==> src/rtl/cpu_defs.sv <==
// Shared register-file constants: well-known register indices and reset defaults.
package cpu_defs;
    localparam int          DATA_W  = 32;
    localparam int          ADDR_W  = 5;
    localparam logic [4:0]  REG_X0  = 5'd0;
    localparam logic [4:0]  REG_SP  = 5'd2;
    localparam logic [4:0]  REG_GP  = 5'd3;
    localparam logic [31:0] SP_INIT = 32'h0000_7FFC;
    localparam logic [31:0] GP_INIT = 32'h0000_1800;
endpackage

==> src/rtl/regfile_read_mux.sv <==
// One register read port: applies the hard-wired x0 rule and the optional WB bypass.
// Purely combinational, zero latency; no handshake.
module regfile_read_mux #(
    parameter int DATA_W    = 32,
    parameter int ADDR_W    = 5,
    parameter int BYPASS_EN = 1
) (
    input  logic [ADDR_W-1:0] rd_idx,
    input  logic [DATA_W-1:0] stored_dat,
    input  logic              wr_vld,
    input  logic [ADDR_W-1:0] wr_idx,
    input  logic [DATA_W-1:0] wr_dat,
    output logic [DATA_W-1:0] rd_dat
);
    always_comb begin
        rd_dat = stored_dat;
        // x0 wins over the bypass so a stray WB write to x0 can never leak out.
        if (rd_idx == '0) begin
            rd_dat = '0;
        end else if ((BYPASS_EN != 0) && wr_vld && (wr_idx == rd_idx)) begin
            rd_dat = wr_dat;
        end
    end
endmodule

==> src/rtl/wb_regfile.sv <==
// RV32I architectural register file: two combinational ID read ports, one registered debug port.
// Writes commit at the clock edge; reads see the committing value via bypass. No backpressure.
module wb_regfile #(
    parameter int                     DATA_W    = cpu_defs::DATA_W,
    parameter int                     ADDR_W    = cpu_defs::ADDR_W,
    parameter logic [DATA_W-1:0]      SP_INIT   = cpu_defs::SP_INIT,
    parameter logic [DATA_W-1:0]      GP_INIT   = cpu_defs::GP_INIT,
    parameter int                     BYPASS_EN = 1
) (
    input  logic              clk,
    input  logic              rst,
    input  logic              WbRegWrite,
    input  logic [ADDR_W-1:0] WbRd,
    input  logic [DATA_W-1:0] WbData,
    input  logic [ADDR_W-1:0] ReadReg1,
    input  logic [ADDR_W-1:0] ReadReg2,
    output logic [DATA_W-1:0] ReadData1,
    output logic [DATA_W-1:0] ReadData2,
    input  logic [ADDR_W-1:0] DbgAddr,
    output logic [DATA_W-1:0] DbgData,
    output logic [15:0]       WriteCount
);
    import cpu_defs::REG_X0;
    import cpu_defs::REG_SP;
    import cpu_defs::REG_GP;

    localparam int NUM_REGS = 1 << ADDR_W;

    logic [DATA_W-1:0] regs_q [NUM_REGS];
    logic [DATA_W-1:0] regs_d [NUM_REGS];
    logic [15:0]       write_count_q, write_count_d;
    logic [DATA_W-1:0] dbg_data_q, dbg_data_d;
    logic [DATA_W-1:0] dbg_rd_dat;

    function automatic logic [DATA_W-1:0] reset_word(input int idx);
        if (idx == int'(REG_SP)) return SP_INIT;
        if (idx == int'(REG_GP)) return GP_INIT;
        return '0;
    endfunction

    always_comb begin
        regs_d        = regs_q;
        write_count_d = write_count_q;
        dbg_data_d    = dbg_rd_dat;
        if (WbRegWrite && (WbRd != ADDR_W'(REG_X0))) begin
            regs_d[WbRd]  = WbData;
            write_count_d = write_count_q + 16'd1;
        end
    end

    always_ff @(posedge clk) begin
        if (rst) begin
            for (int i = 0; i < NUM_REGS; i++) begin
                regs_q[i] <= reset_word(i);
            end
            write_count_q <= '0;
            dbg_data_q    <= '0;
        end else begin
            regs_q        <= regs_d;
            write_count_q <= write_count_d;
            dbg_data_q    <= dbg_data_d;
        end
    end

    regfile_read_mux #(.DATA_W(DATA_W), .ADDR_W(ADDR_W), .BYPASS_EN(BYPASS_EN)) u_rs1_mux (
        .rd_idx     (ReadReg1),
        .stored_dat (regs_q[ReadReg1]),
        .wr_vld     (WbRegWrite),
        .wr_idx     (WbRd),
        .wr_dat     (WbData),
        .rd_dat     (ReadData1)
    );

    regfile_read_mux #(.DATA_W(DATA_W), .ADDR_W(ADDR_W), .BYPASS_EN(BYPASS_EN)) u_rs2_mux (
        .rd_idx     (ReadReg2),
        .stored_dat (regs_q[ReadReg2]),
        .wr_vld     (WbRegWrite),
        .wr_idx     (WbRd),
        .wr_dat     (WbData),
        .rd_dat     (ReadData2)
    );

    regfile_read_mux #(.DATA_W(DATA_W), .ADDR_W(ADDR_W), .BYPASS_EN(BYPASS_EN)) u_dbg_mux (
        .rd_idx     (DbgAddr),
        .stored_dat (regs_q[DbgAddr]),
        .wr_vld     (WbRegWrite),
        .wr_idx     (WbRd),
        .wr_dat     (WbData),
        .rd_dat     (dbg_rd_dat)
    );

    assign DbgData    = dbg_data_q;
    assign WriteCount = write_count_q;
endmodule

==> config.mk <==
export PLATFORM = sky130hd
export DESIGN_NAME = wb_regfile
export DESIGN_NICKNAME = d
export VERILOG_FILES = /design/src/rtl/cpu_defs.sv /design/src/rtl/regfile_read_mux.sv /design/src/rtl/wb_regfile.sv
export SDC_FILE = /design/constraint.sdc
export NUM_CORES = 2
export LEC_CHECK = 0
export CORE_ASPECT_RATIO = 1.5
export CORE_UTILIZATION = 40
export DETAILED_ROUTE_END_ITERATION = 16
export HOLD_SLACK_MARGIN = 0.06
export PLACE_DENSITY_LB_ADDON = 0.08
export SETUP_SLACK_MARGIN = 0.5
export SLEW_MARGIN = 15
export SYNTH_ARGS = -nofsm -noshare
export SYNTH_HDL_FRONTEND = slang
export SYNTH_SLANG_ARGS = --single-unit
==> constraint.sdc <==
create_clock -name clk -period 3.45 [get_ports clk]
set_input_delay 0.345 -clock clk [delete_from_list [all_inputs] [get_ports clk]]
set_output_delay 0.345 -clock clk [all_outputs]
set_load 0.02 [all_outputs]
==> out/metrics.csv <==
stage;metric;value;unit
clock_network;cts_made_buffers;114;
critical_path;crit_path_leading_delay_family;multiplexers;
critical_path;critical_path_cell_sequence;mux4_2, mux4_2, a221o_2, buf_12;
routing;wl_per_cell;35.4;um
timing;timing.max_slew.rel_slack;25.8;%
critical_path;slowest_delay;0.56;ns
routing;route.detailed.drc;0;
power_and_ir_drop;power.static_leakage;25.6;nW
global_route;pin_count_of_the_biggest_net_entering_global_routing;152;
yosys;synth.cells.most_frequent;2012 x nand2_1, 1057 x a21oi_1, 1008 x dfxtp_1, 758 x mux4_2, 477 x clkbuf_1;
timing;final_period_minus_worst_setup_slack;3.28;ns
floorplanning;core_area;0.157;sq mm
timing;timing.clock.skew;0.0228;ns
placed_design;port-buffer-count;166;
timing;setup_viol;0;
min_path;min_path_type;primary input to flop;
placed_design;dp_worst_slack;-0.119;ns
clock_network;path_clk_slew;0.07;ns
floorplanning;rows;178;
yosys;synth.largest_area_cell;dfxtp_1;
global_route;first_global_vias;56100;
critical_path;cp_slowest_cell;mux4_2;
layout;fillerInstances;14800;
routing;vias_per_cell;6.58;
timing;max_slew.worst_pin.slew;1.11;ns
layout;nets;6818;
critical_path;worst_setup_ep_type;primary output;
floorplanning;die_x;327;um
power_and_ir_drop;final_power;30.7;mW
yosys;mappedNetlistArea;0.0635;sq mm
yosys;mean_cell_area_of_the_mapped_netlist;9.53;sq um
layout;multiInputGateArea;0.0390;sq mm
yosys;synth_seq_cells;1072;
timing;post-route-period-util;94.9;%
timing;grt_setup_unrepaired;true;
floorplanning;dieHeight;490;um
placed_design;place_hpwl;202000;um
critical_path;cp.buffers_inverters;1;
routing;drtAntennaViolNets;0;
floorplanning;start_util;40.4;%
placed_design;gp_congestion;0.943;
floorplanning;floorplan.die_area;0.160;sq mm
timing;report.final.hold_viol_count;0;
power_and_ir_drop;internal_power;22.1;mW
layout;final_cell_area;0.0755;sq mm
critical_path;path_common_cell;mux4_2;
global_route;globalRouteTotalUtil;38.8;%
critical_path;critical_path.max_fanout;3;
yosys;synth-async-reset-ratio;0;%
power_and_ir_drop;p_comb_share;13.7;%
global_route;grt_first_pass_wirelength;438000;um
yosys;yosys_warnings;0;
critical_path;critical_path_class;flop to primary output;
power_and_ir_drop;p_switching;8.59;mW
global_route;antenna_found_initial;12;
routing;detailedRoute.firstPassIterationCount;8;
status;outcome;complete, no violations;
yosys;synth_top_cell_area_share;31.8;%
clock_network;tritoncts_num_sinks;1072;
yosys;synthTopCellsByArea;dfxtp_1 32%, mux4_2 27%, nand2_1 12%;
clock_network;htree_levels;3;
timing;layout_setup_ws;0.175;ns
flow_run;drv.max_cap_violation_count;0;
clock_network;cts-hold-fix-buffers;0;
power_and_ir_drop;irDropWorstVdd;463;uV
placed_design;dpl_cell_area;0.0698;sq mm
yosys;synth.yosys.seq_area_share;34.8;%
timing;max_freq;305;MHz
layout;finish.utilization;48.0;%
routing;drtIter0Drc;7355;
timing;final_max_slew_viol_count;0;
yosys;count_leader_synth;nand2_1;
critical_path;required;3.11;ns
yosys;postSynth.topFlopCell;dfxtp_1;
yosys;syn_inst;6659;
clock_network;clock_tree.root_cell;clkbuf_16;
routing;wl;317000;um
yosys;synth.distinct_cells;66;
critical_path;crit_arrival;2.93;ns
clock_network;clock_tree_from_tritoncts;done;
clock_network;clock_path_buffers;3;
layout;post_route_cells_drive_above_1_share;26.9;%
power_and_ir_drop;seq_power_share;41.7;%
timing;tns;0;ns
yosys;synth_edf_count;64;
floorplanning;io-pin-count;167;
power_and_ir_drop;swShare;28.0;%
layout;flow.area_growth_from_synthesis;19.0;%
critical_path;start_kind;flop;
power_and_ir_drop;power.density_cell_area;406;mW/mm^2
routing;dr_total_vias;58800;
yosys;synth.net_count;6715;
clock_network;worst_skew_late_latency;0.79;ns
layout;seqCellArea;0.0222;sq mm
power_and_ir_drop;clock_power_share;44.6;%
global_route;aggregate_global_routing_overflow;0;
==> area by class of cell <==
cell class                 count  area share, %
sequential                  1072           29.3
clock inverter                44          0.770
clock buffer                 169           4.62
multi-input combinational   4840           51.6
tap                         2070           3.43
antenna                        7         0.0232
inverter                      16         0.0894
timing repair buffer         718           10.1
==> repair_timing <==
item / in CTS / in global routing
pin swaps: 38 / 38
setup buffers: 40 / 32
gates cloned: 4 / 4
gates resized for setup: 273 / 121
endpoints found under the setup margin: 64 / 54
==> cells by family (layout without fill, tap and decap cells) <==
kind of cell / count (synthesis) / in the layout / synth area share, %
DFF: 1072 / 1072 / 34.8
buffers and inverters: 747 / 947 / 5.51
muxes: 1130 / 1130 / 33.2
xor gates and xnor gates: 28 / 28 / 0.386
adders and majority gates: 1 / 1 / 0.0197
and+or+nand+nor: 2290 / 2290 / 14.1
other: 0 / 7 / 0
AOI/OAI and AO/OA: 1391 / 1391 / 12.0
==> path summary, 6_finish.rpt <==
| kind | start | end | slack [ns] | depth (start not counted) |
|---|---|---|---|---|
| worst max-delay path | regs_q[925] | ReadData2[29] | 0.17 | 4 |
| worst min-delay path | rst | regs_q[782] | 0.08 | 2 |
| worst max register to register | regs_q[935] | DbgData[7] | 1.23 | 7 |
| worst min register to register | regs_q[671] | regs_q[671] | 0.47 | 2 |
==> through the flow <==
| step | hold slack [ns] | std cells |
|---|---|---|
| 2_1_floorplan | 0.451 | 6659 |
| 3_3_place_gp | 0.459 | 8635 |
| 3_5_place_dp | 0.468 | 8636 |
| 4_1_cts | 0.0713 | 8893 |
| 5_1_grt | 0.111 | 8930 |
| 6_report | 0.0774 | 8936 |
==> registers in the layout, indices dropped and copies added, names as in the netlist <==
register,cells
DbgData,32
WriteCount,16
regs_q,1024
==> power by group through the flow <==
stage | clock [mW] | sequential (mW) | combinational [mW]
after global placement | 0 | 13.1 | 3.89
after floorplan | 0 | 13.0 | 2.18
after detailed placement | 0 | 13.1 | 3.90
after global routing | 14.2 | 12.8 | 4.30
after CTS | 13.8 | 12.8 | 4.03
final | 13.7 | 12.8 | 4.21
==> worst register-to-register path, stage by stage, from the launching register on <==
cell,delay [ns]
edfxtp_1,0.46
buf_4,0.17
buf_4,0.12
buf_4,0.13
mux4_2,0.46
mux4_2,0.47
o22ai_1,0.20
nor2_1,0.10
==> routing by layer <==
layer | up-vias | routed length, um | GRT usage (%)
li1 | 24300 | - | -
met1 | 29500 | 113000 | 46.7
met2 | 3887 | 144000 | 61.2
met3 | 1165 | 31900 | 7.67
met4 | 4 | 28000 | 29.5
met5 | - | 34 | 0
==> cell usage in the layout (no fill, tap or decap), types with 10 or more instances in the layout <==
cell,count
a221o_1,28
nand2_1,1983
a21oi_2,18
o21bai_1,16
clkbuf_8,31
dfxtp_2,46
buf_12,119
clkinv_2,19
mux2i_1,330
nor2_1,89
nand3_1,17
nand2_2,22
mux2_2,16
buf_16,10
inv_1,12
bufinv_16,12
dfxtp_1,961
o22ai_2,10
clkbuf_1,19
mux4_2,761
nand2b_1,12
xnor2_1,26
buf_4,424
nor3_1,14
a221oi_1,35
buf_2,13
buf_6,33
a221oi_2,21
nor2b_1,35
o22ai_1,60
o21ai_0,96
clkbuf_16,125
mux4_1,12
nor2_4,33
a21oi_1,1037
clkdlybuf4s50_1,82
edfxtp_1,64
nor2_2,12
(Power assumes the default switching activity.)
